===== src/rtl/mips_fetch_queue.sv =====
// Instruction prefetch queue between instruction memory and the ID stage of pipe_MIPS32.
// Define FETCHQ_BYPASS_EN to forward a response straight to ID when the queue is empty.
module mips_fetch_queue #(
    parameter int          DEPTH    = 4,
    parameter logic [31:0] RESET_PC = 32'h0000_0000
) (
    input  logic        clk1,
    input  logic        rst,
    output logic        imem_req,
    output logic [31:0] imem_addr,
    input  logic        imem_ready,
    input  logic        imem_rvalid,
    input  logic [31:0] imem_rdata,
    input  logic        redirect,
    input  logic [31:0] redirect_pc,
    output logic        id_valid,
    output logic [31:0] id_ir,
    output logic [31:0] id_npc,
    input  logic        id_ready,
    output logic        fetch_idle
);
    localparam int PW = (DEPTH > 1) ? $clog2(DEPTH) : 1;
    localparam int CW = PW + 1;
    localparam logic [CW:0] DEPTH_W = (CW + 1)'(DEPTH);

    typedef logic [PW-1:0] ptr_t;
    typedef logic [CW-1:0] cnt_t;

    logic [31:0] pc_q, pc_d;
    logic [31:0] fifo_ir_q  [DEPTH];
    logic [31:0] fifo_ir_d  [DEPTH];
    logic [31:0] fifo_npc_q [DEPTH];
    logic [31:0] fifo_npc_d [DEPTH];
    logic [31:0] sh_npc_q   [DEPTH];
    logic [31:0] sh_npc_d   [DEPTH];
    ptr_t        rd_ptr_q, rd_ptr_d, wr_ptr_q, wr_ptr_d;
    ptr_t        sh_rd_q, sh_rd_d, sh_wr_q, sh_wr_d;
    cnt_t        count_q, count_d, outstanding_q, outstanding_d, drop_q, drop_d;
    logic        stopped_q, stopped_d;

    logic        accept, drop_hit, bypass, push, pop, fifo_empty, hlt_seen;
    logic [CW:0] credit_used;

    assign imem_addr = pc_q;

    always_comb begin
        fifo_empty  = (count_q == '0);
        // Credits cover both queued and in-flight words, so a response always has a slot.
        credit_used = {1'b0, count_q} + {1'b0, outstanding_q};
        imem_req    = !rst && !stopped_q && !redirect && (credit_used < DEPTH_W);
        accept      = imem_req && imem_ready;
        drop_hit    = imem_rvalid && (drop_q != '0);
`ifdef FETCHQ_BYPASS_EN
        bypass      = fifo_empty && (drop_q == '0) && imem_rvalid && id_ready && !redirect;
`else
        bypass      = 1'b0;
`endif
        push        = imem_rvalid && !drop_hit && !redirect && !bypass;
        pop         = !fifo_empty && id_ready && !redirect;
        hlt_seen    = (push || bypass) && (imem_rdata[31:26] == 6'b111111);
        id_valid    = (!fifo_empty || bypass) && !redirect;
        id_ir       = '0;
        id_npc      = '0;
        if (!fifo_empty) begin
            id_ir  = fifo_ir_q[rd_ptr_q];
            id_npc = fifo_npc_q[rd_ptr_q];
        end else if (bypass) begin
            id_ir  = imem_rdata;
            id_npc = sh_npc_q[sh_rd_q];
        end
        fetch_idle  = stopped_q && fifo_empty && (outstanding_q == '0);
    end

    always_comb begin
        pc_d          = pc_q;
        fifo_ir_d     = fifo_ir_q;
        fifo_npc_d    = fifo_npc_q;
        sh_npc_d      = sh_npc_q;
        rd_ptr_d      = rd_ptr_q;
        wr_ptr_d      = wr_ptr_q;
        sh_rd_d       = sh_rd_q;
        sh_wr_d       = sh_wr_q;
        drop_d        = drop_q;
        stopped_d     = stopped_q;
        outstanding_d = outstanding_q + cnt_t'(accept) - cnt_t'(imem_rvalid);
        count_d       = count_q + cnt_t'(push) - cnt_t'(pop);

        if (accept) begin
            sh_npc_d[sh_wr_q] = pc_q + 32'd1;
            sh_wr_d           = sh_wr_q + ptr_t'(1);
            pc_d              = pc_q + 32'd1;
        end
        if (imem_rvalid) begin
            sh_rd_d = sh_rd_q + ptr_t'(1);
        end
        if (drop_hit) begin
            drop_d = drop_q - cnt_t'(1);
        end
        if (push) begin
            fifo_ir_d[wr_ptr_q]  = imem_rdata;
            fifo_npc_d[wr_ptr_q] = sh_npc_q[sh_rd_q];
            wr_ptr_d             = wr_ptr_q + ptr_t'(1);
        end
        if (pop) begin
            rd_ptr_d = rd_ptr_q + ptr_t'(1);
        end
        if (hlt_seen) begin
            stopped_d = 1'b1;
        end
        // Every word still in flight belongs to the wrong path, including one arriving now.
        if (redirect) begin
            rd_ptr_d  = '0;
            wr_ptr_d  = '0;
            count_d   = '0;
            drop_d    = outstanding_q - cnt_t'(imem_rvalid);
            pc_d      = redirect_pc;
            stopped_d = 1'b0;
        end
    end

    always_ff @(posedge clk1 or posedge rst) begin
        if (rst) begin
            pc_q          <= RESET_PC;
            rd_ptr_q      <= '0;
            wr_ptr_q      <= '0;
            sh_rd_q       <= '0;
            sh_wr_q       <= '0;
            count_q       <= '0;
            outstanding_q <= '0;
            drop_q        <= '0;
            stopped_q     <= 1'b0;
            for (int i = 0; i < DEPTH; i++) begin
                fifo_ir_q[i]  <= '0;
                fifo_npc_q[i] <= '0;
                sh_npc_q[i]   <= '0;
            end
        end else begin
            pc_q          <= pc_d;
            rd_ptr_q      <= rd_ptr_d;
            wr_ptr_q      <= wr_ptr_d;
            sh_rd_q       <= sh_rd_d;
            sh_wr_q       <= sh_wr_d;
            count_q       <= count_d;
            outstanding_q <= outstanding_d;
            drop_q        <= drop_d;
            stopped_q     <= stopped_d;
            fifo_ir_q     <= fifo_ir_d;
            fifo_npc_q    <= fifo_npc_d;
            sh_npc_q      <= sh_npc_d;
        end
    end
endmodule


===== config.mk =====
export PLATFORM = sky130hd
export DESIGN_NAME = mips_fetch_queue
export DESIGN_NICKNAME = d
export VERILOG_FILES = /design/src/rtl/mips_fetch_queue.sv
export SDC_FILE = /design/constraint.sdc
export NUM_CORES = 1
export LEC_CHECK = 0
export BUFFER_PORTS_ARGS = -buffer_cell sky130_fd_sc_hd__buf_4
export CAP_MARGIN = 20
export CORE_AREA = 2 2 216 176
export CTS_CLUSTER_SIZE = 10
export DETAILED_ROUTE_END_ITERATION = 16
export DIE_AREA = 0 0 218 178
export PLACE_DENSITY = 0.74
export SETUP_SLACK_MARGIN = 0.1
export SLEW_MARGIN = 20
export SYNTH_ARGS = -nofsm -noshare
export SYNTH_HDL_FRONTEND = slang
export SYNTH_SLANG_ARGS = --single-unit

===== constraint.sdc =====
create_clock -name clk1 -period 28.6 [get_ports clk1]
set_input_delay 1.43 -clock clk1 [delete_from_list [all_inputs] [get_ports clk1]]
set_output_delay 1.43 -clock clk1 [all_outputs]
set_load 0.005 [all_outputs]

==> run summary, run 1 <==
The flow ran to the end, and the final reports show no timing, DRC or antenna violations. The number of flops mapped to enable cells by yosys came out at 0. The total track usage came out at 23.7%.

Along the worst path, the maximum fanout reaches 42. The average instance area after synthesis is 13.1 µm². TritonCTS built the clock tree. The type of the worst setup path is reg2out. The wire length of the first global-routing pass is 72.2 mm. The length of routed wiring on met1 came out at 20.9 mm. The headroom to the max-slew limit is 31.3%.

The iteration count of the initial detailed-routing pass is 5. The initial antenna violation count is 0. Once the clock tree was built, the setup fixing pass inserted 0 buffers. The path with the worst hold slack has its endpoint at sh_npc_q[32]. Leaving out filler cells and counting taps, the final layout contains 2150. The die footprint is 0.0388 mm². The maximum clock frequency came out at 222 MHz.

The clock latency of the later-clocked register in the worst-skew pair is 0.56 ns. The amount of wire on met2 after detailed routing came out at 21.5 mm. The effective utilization at floorplan is 54.6%. Setup repair after global routing left no endpoint under its margin. The cell taking the most area after synthesis is sky130_fd_sc_hd__dfrtp_1.

The estimated wirelength of the detail-placed design is 28.0 mm. For this design the static power due to leakage is 11.0 nW. In the synthesized netlist the async set-or-reset flop fraction comes to 100%. By area the synthesized netlist is led by sky130_fd_sc_hd__dfrtp_1 54%, sky130_fd_sc_hd__mux2_2 15%, sky130_fd_sc_hd__mux4_2 11%. Setup slack on the worst reg-to-reg path comes out at 25.03 ns.

The number of slew-limit violations in the final report was 0. The core area came out at 0.0366 mm². Cells fill 62.7% of the core in the end.

The layout-stage area growth over the synthesis result is 15.0%. In this run the most critical hold path is launched from sh_npc_q[32]. Synthesis produced a netlist whose cell count is 1519. During I/O placement, the number of pins put on the boundary was 169. The worst register-to-register path begins at outstanding_q[2]. The share of the clock period used by the worst path after layout came out at 15.7%.

The share of the synthesized area in the top cell type came out at 54.4%. The peak supply drop is 63.3 µV. Counting instances in the post-synthesis netlist gives the leading cell types as 434 x sky130_fd_sc_hd__dfrtp_1, 260 x sky130_fd_sc_hd__mux2_2, 164 x sky130_fd_sc_hd__nand2_1. The final routed DRC violation total is 0. The initial detailed-routing violation count is 1024. The number of buffers on the longest clock path is 3. The cell type with the highest occurrence count on the critical path is sky130_fd_sc_hd__buf_4. The cell with the most instances after synthesis is sky130_fd_sc_hd__dfrtp_1. The yosys synthesis warning count came out at 0. The tree is rooted in a sky130_fd_sc_hd__clkbuf_16. The post-route netlist has 37.3% of its cells at a drive strength greater than 1. The largest net degree at the start of global routing is 158. The cell with the biggest individual delay on the critical path is sky130_fd_sc_hd__buf_4. In this run, synthesis produced a sequential element count of 434. In the synthesized netlist the dominant register cell turns out to be sky130_fd_sc_hd__dfrtp_1. The final weighted congestion of routability-driven global placement is 0.865. After routing, the total negative slack on setup checks comes to 0 ns. The CTS clock-pin slew for the worst setup and hold paths is 0.05 ns. The count of cells along the worst hold path came out at 2. The number of sinks driven by the clock tree is 434.

The part of the Yosys area used for sequential elements came out at 54.4%. The highest layer touched by signal routing is met4. The number of I/O port buffers is 168. Measured in cells, the most critical reg-to-reg path has a length of 12. Detailed routing placed a total of 2.01 mm of wire on met3. STA puts the critical path data required time at 27.17 ns. The class of the worst hold path is reg2reg. At the worst endpoint, the arrival time is 3.07 ns. The endpoint type of the worst setup path is an output port. The endpoint identified for the worst register-to-register timing path is outstanding_q[2]. In this design, the largest share of critical-path delay is due to buffers and inverters. In this run the core area contains 63 standard-cell rows.

The H-tree was split into 2 levels. The final count of hold timing violations came out at 0. The count of buffer and inverter cells on the critical path is 2.

The shortest period the worst path allows is 4.50 ns. At the pin with the least slew margin, the transition time is 1.03 ns. The CTS buffer count is 49. Max-cap violations in this run came to 0. The total via count after detailed routing came out at 12700. Measured along the x axis, the die boundary spans 218 µm. The worst setup path is launched from a flop. The antenna diode instance count is 0. In the final routed layout, each cell accounts on average for 20.9 µm. Dividing total power by cell area gives a power density of 87.4 mW/mm².

Wires add up to 45.0 mm. The synthesized net count is 1610. The number of global-route vias before repair came to 13000.

The number of gates given a new drive strength after cts is 0. The placed instance count came out at 2091. Setup violations remaining at the end of the flow were counted as 0. The final layout contains 1747 nets. The critical path goes through buf_4 > mux4_2 > and2_1 > buf_4. Hold repair after CTS inserted 0 buffers. The remaining global-route overflow came out at 0. The synthesized netlist occupies a cell area of 0.0200 mm². Once detail routing completed, the nets flagged for antenna violations numbered 0. The worst clock skew came out at 0.0226 ns. The floorplan step set the die height to 178 µm. The stage delay of the slowest cell on the critical path is 0.76 ns. The routed via count divided by cell count is 5.89.

The count of unique library cells instantiated by Yosys came out at 51. The overall power of the completed layout came out at 0.00200 W.
[cells by family after synthesis]
kind of cell             synth area share [%]
AO/OA/AOI/OAI                            5.25
XOR/XNOR                                 1.89
adder cells (fa/ha/maj)                  1.39
buffers and inverters                    2.38
flip-flops                               54.4
multiplexers                             25.6
AND/OR/NAND/NOR                          9.08
[flip-flops by register name, summed over array words and instances (netlist names)]
| register | cells |
|---|---|
| imem_addr | 32 |
| drop_q | 3 |
| rd_ptr_q | 2 |
| count_q | 3 |
| sh_rd_q | 2 |
| outstanding_q | 3 |
| sh_npc_q | 128 |
| fifo_ir_q | 128 |
| sh_wr_q | 2 |
| stopped_q | 1 |
| wr_ptr_q | 2 |
| fifo_npc_q | 128 |
[report_power, final]
group	internal, W	total [W]	leakage (nW)	switching [W]
sequential	0.000767	0.000884	5.80	0.000117
clock	0.000314	0.000544	0.643	0.000230
combinational	0.000303	0.000577	4.51	0.000274
[per-stage QoR]
step / area (µm²) / hold WS [ns] / setup slack (ns)
6_report: 22900 / 0.475 / 24.10
3_5_place_dp: 21600 / 0.465 / 24.16
5_1_grt: 22900 / 0.500 / 23.83
4_1_cts: 22900 / 0.477 / 23.99
2_1_floorplan: 20000 / 0.445 / 15.08
3_3_place_gp: 21600 / 0.456 / 24.21
[layer usage]
metal | track usage, % | vias to the layer above
met5 | 0 | -
met1 | 35.2 | 6602
li1 | - | 5728
met4 | 4.85 | 0
met3 | 3.38 | 45
met2 | 37.7 | 299
[worst max-delay path by stage]
| stage | slack [ns] | cells after the start | startpoint | to |
|---|---|---|---|---|
| after CTS | 23.99 | 4 | rd_ptr_q[0] | id_npc[2] |
| final | 24.10 | 4 | rd_ptr_q[0] | id_npc[2] |
| after global placement | 24.21 | 12 | rst | outstanding_q[2] |
| after global routing | 23.83 | 4 | rd_ptr_q[0] | id_npc[5] |
| after floorplan | 15.08 | 1 | rst | count_q[0] |
| after detailed placement | 24.16 | 12 | rst | outstanding_q[2] |
[worst min-delay path: cells and delay by family, from the launching register on]
| kind | cells | cell delay [ns] |
|---|---|---|
| AOI/OAI and AO/OA | 1 | 0.06 |
| DFF | 1 | 0.34 |
| and+or+nand+nor | 1 | 0.04 |
[layout by cell type, fill, tap and decap left out, types with 3 or more instances in the layout]
cell / netlist / final
sky130_fd_sc_hd__inv_1: 20 / 19
sky130_fd_sc_hd__a22oi_1: 10 / 10
sky130_fd_sc_hd__clkbuf_16: 0 / 51
sky130_fd_sc_hd__nor3_1: 8 / 8
sky130_fd_sc_hd__nand2_2: 4 / 4
sky130_fd_sc_hd__nand4_2: 3 / 3
sky130_fd_sc_hd__nand3_1: 30 / 30
sky130_fd_sc_hd__and2_1: 68 / 68
sky130_fd_sc_hd__o21ai_1: 6 / 6
sky130_fd_sc_hd__xor2_1: 22 / 22
sky130_fd_sc_hd__and4_1: 3 / 3
sky130_fd_sc_hd__o311ai_0: 4 / 4
sky130_fd_sc_hd__nand2_4: 1 / 5
sky130_fd_sc_hd__nor4_1: 4 / 4
sky130_fd_sc_hd__buf_4: 1 / 183
sky130_fd_sc_hd__xnor2_1: 21 / 21
sky130_fd_sc_hd__nor3b_1: 3 / 3
sky130_fd_sc_hd__ha_1: 19 / 19
sky130_fd_sc_hd__or3_1: 10 / 9
sky130_fd_sc_hd__nor4_4: 3 / 3
sky130_fd_sc_hd__clkbuf_1: 45 / 5
sky130_fd_sc_hd__dfrtp_1: 434 / 431
sky130_fd_sc_hd__nor2_1: 32 / 32
sky130_fd_sc_hd__a21oi_1: 4 / 4
sky130_fd_sc_hd__nand2_1: 164 / 160
sky130_fd_sc_hd__nand4_1: 8 / 8
sky130_fd_sc_hd__o21ai_0: 137 / 137
sky130_fd_sc_hd__a221o_1: 8 / 8
sky130_fd_sc_hd__mux2_2: 260 / 260
sky130_fd_sc_hd__and3_1: 8 / 8
sky130_fd_sc_hd__mux4_2: 96 / 96
sky130_fd_sc_hd__a31oi_1: 6 / 6
[cell type report]
type / count / area, µm²
Inverter: 21 / 91.3
Multi-Input combinational cell: 966 / 8660
Tap cell: 487 / 609
Sequential cell: 434 / 10900
Fill cell: 2815 / 13600
Timing Repair Buffer: 184 / 1400
Clock buffer: 56 / 1290
Clock inverter: 2 / 13.8
Note: power is estimated with default switching activity, not from simulation.
==> run 2, diff against run 1 <==
Settings changed: ABC_AREA set to 1, CORE_AREA 2 2 216 176 to 2 2 221 179, DIE_AREA 0 0 218 178 to 0 0 223 181.
Clock period 28.6 ns to 4.62 ns, I/O delays scaled along.
==> run summary, run 2 <==
The shortest period the worst path allows is 3.18 ns. The width of the die is 223 µm (+2.3%). The type of the worst setup path is reg2out.

The number of buffers on the longest clock path came out at 3 (unchanged). The static power due to leakage came out at 12.0 nW (+9.3%). The register-to-register path setup slack is 1.92 ns (-23.11 ns). The launch instance of the worst register-to-register path is drop_q[0]. Relative to the synthesized area, the layout overhead comes to 15.6%. The routed wire length is 56.0 mm (+24%).

The number of synthesized register bits came to 434 (unchanged). The worst clock skew came to 0.0106 ns (-0.0120 ns). The initial detailed-routing violation count came out at 1755 (+71%).

The startpoint class of the critical path is a flop. The estimated wirelength of the detail-placed design is 33.6 mm (+20%). The remaining global-route overflow came out at 0 (unchanged). The worst hold slack across all endpoints is 0.00860 ns (-0.466 ns).

The mapped cell area came out at 0.0208 mm² (+4.2%). The count of standard-cell rows came out at 64 (+1.6%). The CTS buffer count came out at 49 (unchanged). The iteration count of the initial detailed-routing pass is 6 (+1).

The final weighted congestion of routability-driven global placement came to 0.851 (-1.6%). The total track usage came out at 27.9% (+4.2 points). The arrival time of data at the critical path endpoint is 2.95 ns (-0.12 ns).

The number of H-tree levels is 2 (unchanged). The part of the Yosys area used for sequential elements is 52.2% (-2.2 points). The share of cells above drive strength 1 came out at 10.0% (-27 points). The final routed DRC violation total is 0 (unchanged). The share of the synthesized area in the top cell type came to 52.2% (-2.2 points). The mux share of post-synthesis cell area is 0% (-26 points).

The register area is 0.0109 mm² (about the same). The number of flops mapped to enable cells by yosys came to 0 (unchanged). The peak supply drop was 408 µV (+540%). The run finished with clean final reports. The number of maximum-capacitance constraint violations came out at 0 (unchanged). The largest net degree at the start of global routing is 192 (+22%). Yosys instantiated no cell more often than sky130_fd_sc_hd__nand2_1. The ratio of total power to cell area was 573 mW/mm² (+560%).

The CTS clock-pin slew for the worst setup and hold paths came out at 0.05 ns (about the same). STA classifies the critical path endpoint as an output port. The yosys synthesis warning count is 0 (unchanged). The die footprint came out at 0.0404 mm² (+4.0%).

The commonest cells after synthesis are 981 x sky130_fd_sc_hd__nand2_1, 434 x sky130_fd_sc_hd__dfrtp_1, 283 x sky130_fd_sc_hd__o21ai_0. The endpoint identified for the worst register-to-register timing path is fifo_npc_q[92]. The average wire length per cell after detail routing came to 16.9 µm (-19%).

The maximum clock frequency is 315 MHz. The number of I/O port buffers came out at 168 (unchanged). The wire length of the first global-routing pass came to 91.6 mm (+27%).

The number of global-route vias before repair is 17800 (+37%). The average instance area after synthesis is 7.79 µm² (-41%). The core area was 0.0380 mm² (+4.0%). The library cell used most frequently in the layout, excluding fill and tap cells, is sky130_fd_sc_hd__nand2_1. The final count of hold timing violations came to 0 (unchanged).

The post-route antenna net violation count came to 0 (unchanged). The number of sinks driven by the clock tree came out at 434 (unchanged). The proportion of synthesized flip-flops having asynchronous set or reset came out at 100% (unchanged). The antenna diode instance count came out at 0 (unchanged). Clock tree synthesis selected as its root buffer the cell sky130_fd_sc_hd__clkbuf_16. The routed via count divided by cell count came out at 5.51 (-6.6%). The setup fix buffers added after clock tree synthesis is 0 (unchanged).

The post-synthesis share of cell area spent on and, or, nand and nor gates came to 24.8% (+16 points). The synthesized net count is 2760 (+71%). The number of setup violations in the final report is 0 (unchanged).

The cell count of the worst reg-to-reg path came out at 8 (-4). The slew at the pin closest to its max-slew limit came out at 1.08 ns (+0.0540 ns). The design area is 0.0240 mm² (+4.8%). In the layout the commonest cells are 979 x sky130_fd_sc_hd__nand2_1, 431 x sky130_fd_sc_hd__dfrtp_1, 283 x sky130_fd_sc_hd__o21ai_0. The post-placement worst setup slack was 1.95 ns (-22.21 ns). The effective utilization at floorplan came to 54.7% (+0.11 points).

The number of slew-limit violations in the final report was 0 (unchanged). The placed instance area is 0.0221 mm² (+2.5%). The count of filler cells inserted in the layout is 3256 (+16%). Setup repair after global routing left no endpoint under its margin.

The total via count after detailed routing is 18300 (+44%). By area the synthesized netlist is led by sky130_fd_sc_hd__dfrtp_1 52%, sky130_fd_sc_hd__nand2_1 18%, sky130_fd_sc_hd__o21ai_0 6.8%. The clock latency of the later-clocked register in the worst-skew pair is 0.55 ns (about the same).

The die extent in y was 181 µm (+1.7%). The worst-case setup margin in the final layout came out at 1.44 ns (-22.66 ns). The number of top-level design ports came out at 169 (unchanged). Dividing the final minimum period by the clock period gives 68.8%. The share of the synthesized area in compound gates (AO/OA/AOI/OAI) is 14.0% (+8.7 points). The number of nets in the final layout is 2908 (+66%). For this run, the leading register cell type out of synthesis is sky130_fd_sc_hd__dfrtp_1. The worst hold path terminates at fifo_ir_q[31]. The maximum net fanout on the critical path came to 39 (-7.1%). The count of cells along the worst hold path is 3 (+1). The tightest min-delay check is of the in2reg type. The count of unique library cells instantiated by Yosys came out at 34 (-33%). The post-synthesis xor/xnor area fraction is 0.704% (-1.2 points).

The startpoint identified for the worst hold timing path is imem_rdata[31]. The largest registers in the layout are fifo_ir_q: 128 flops, fifo_npc_q: 128 flops, sh_npc_q: 128 flops. The initial antenna violation count is 0 (unchanged). The synthesized design spends more area on one cell type than any other, namely sky130_fd_sc_hd__dfrtp_1. The multi-input logic area is 0.00849 mm² (-1.9%). The arithmetic-cell share of the synthesized area counting full adders, half adders and majority gates is 1.34% (-0.056 points). The worst endpoint required time is 4.39 ns (-22.78 ns).

The TritonCTS clock tree is built. The post-synthesis instance total is 2669 (+76%). The headroom to the max-slew limit came out at 27.7% (-3.6 points). The largest family of logic cells by synthesized area is simple AND/OR/NAND/NOR gates.
==> run 2: cell families after synthesis <==
group / Yosys count
xor gates and xnor gates: 15
adders and majority gates: 21
AOI/OAI and AO/OA: 553
and+or+nand+nor: 1314
buffers and inverters: 332
DFF: 434
==> run 2: area by class of cell <==
| class | count | area share (%) |
|---|---|---|
| Multi-Input combinational cell | 1903 | 35.3 |
| Inverter | 174 | 2.73 |
| Timing Repair Buffer | 255 | 8.87 |
| Sequential cell | 434 | 45.2 |
| Tap cell | 495 | 2.58 |
| Clock buffer | 55 | 5.28 |
==> run 2: per-layer routing <==
layer | vias up | global-route usage (%) | part of all wire [%]
met5 | - | 0 | 0
met4 | 0 | 6.50 | 1.8
met3 | 86 | 4.63 | 7.2
met2 | 708 | 43.4 | 45
met1 | 8715 | 41.1 | 46
li1 | 8748 | - | -
==> run 2: worst max-delay path, cell delays in order (launching register included) <==
cell and delay (ns):
sky130_fd_sc_hd__dfrtp_2 0.95, sky130_fd_sc_hd__clkinv_1 0.46, sky130_fd_sc_hd__buf_4 0.36, sky130_fd_sc_hd__a21oi_1 0.15, sky130_fd_sc_hd__o21ai_0 0.11, sky130_fd_sc_hd__a21oi_1 0.19
sky130_fd_sc_hd__buf_4 0.15
==> run 2: power by group <==
part           leakage (nW)  switching [W]  internal [W]
clock                 0.623        0.00142       0.00190
combinational          5.86        0.00322       0.00173
sequential             5.49       0.000629       0.00487
total                  12.0        0.00527       0.00850
==> run 2: stage by stage <==
| step | setup TNS, ns | total power, W | util (%) | cells |
|---|---|---|---|---|
| 2_1_floorplan | -638.99 | 0.00852 | - | 2669 |
| 3_3_place_gp | 0 | 0.0102 | 58.1 | 3196 |
| 3_5_place_dp | 0 | 0.0103 | 58.1 | 3196 |
| 4_1_cts | 0 | 0.0137 | 63.2 | 3315 |
| 5_1_grt | 0 | 0.0147 | 63.2 | 3316 |
| 6_report | 0 | 0.0138 | 63.2 | 3316 |
==> run 2: how the worst max path moves through the flow <==
| stage | start | end | slack [ns] |
|---|---|---|---|
| floorplan | rst | count_q[0] | -1.47 |
| global placement | outstanding_q[2] | outstanding_q[2] | 2.00 |
| detailed placement | drop_q[0] | fifo_npc_q[92] | 1.95 |
| CTS | rd_ptr_q[1] | id_npc[31] | 1.44 |
| global route | rd_ptr_q[1] | id_ir[11] | 1.25 |
| finish | rd_ptr_q[1] | id_npc[31] | 1.44 |
==> run 2: repair_timing <==
item	CTS	global route
endpoints found under the hold margin	122	0
gates resized for setup	0	0
hold buffers	64	0
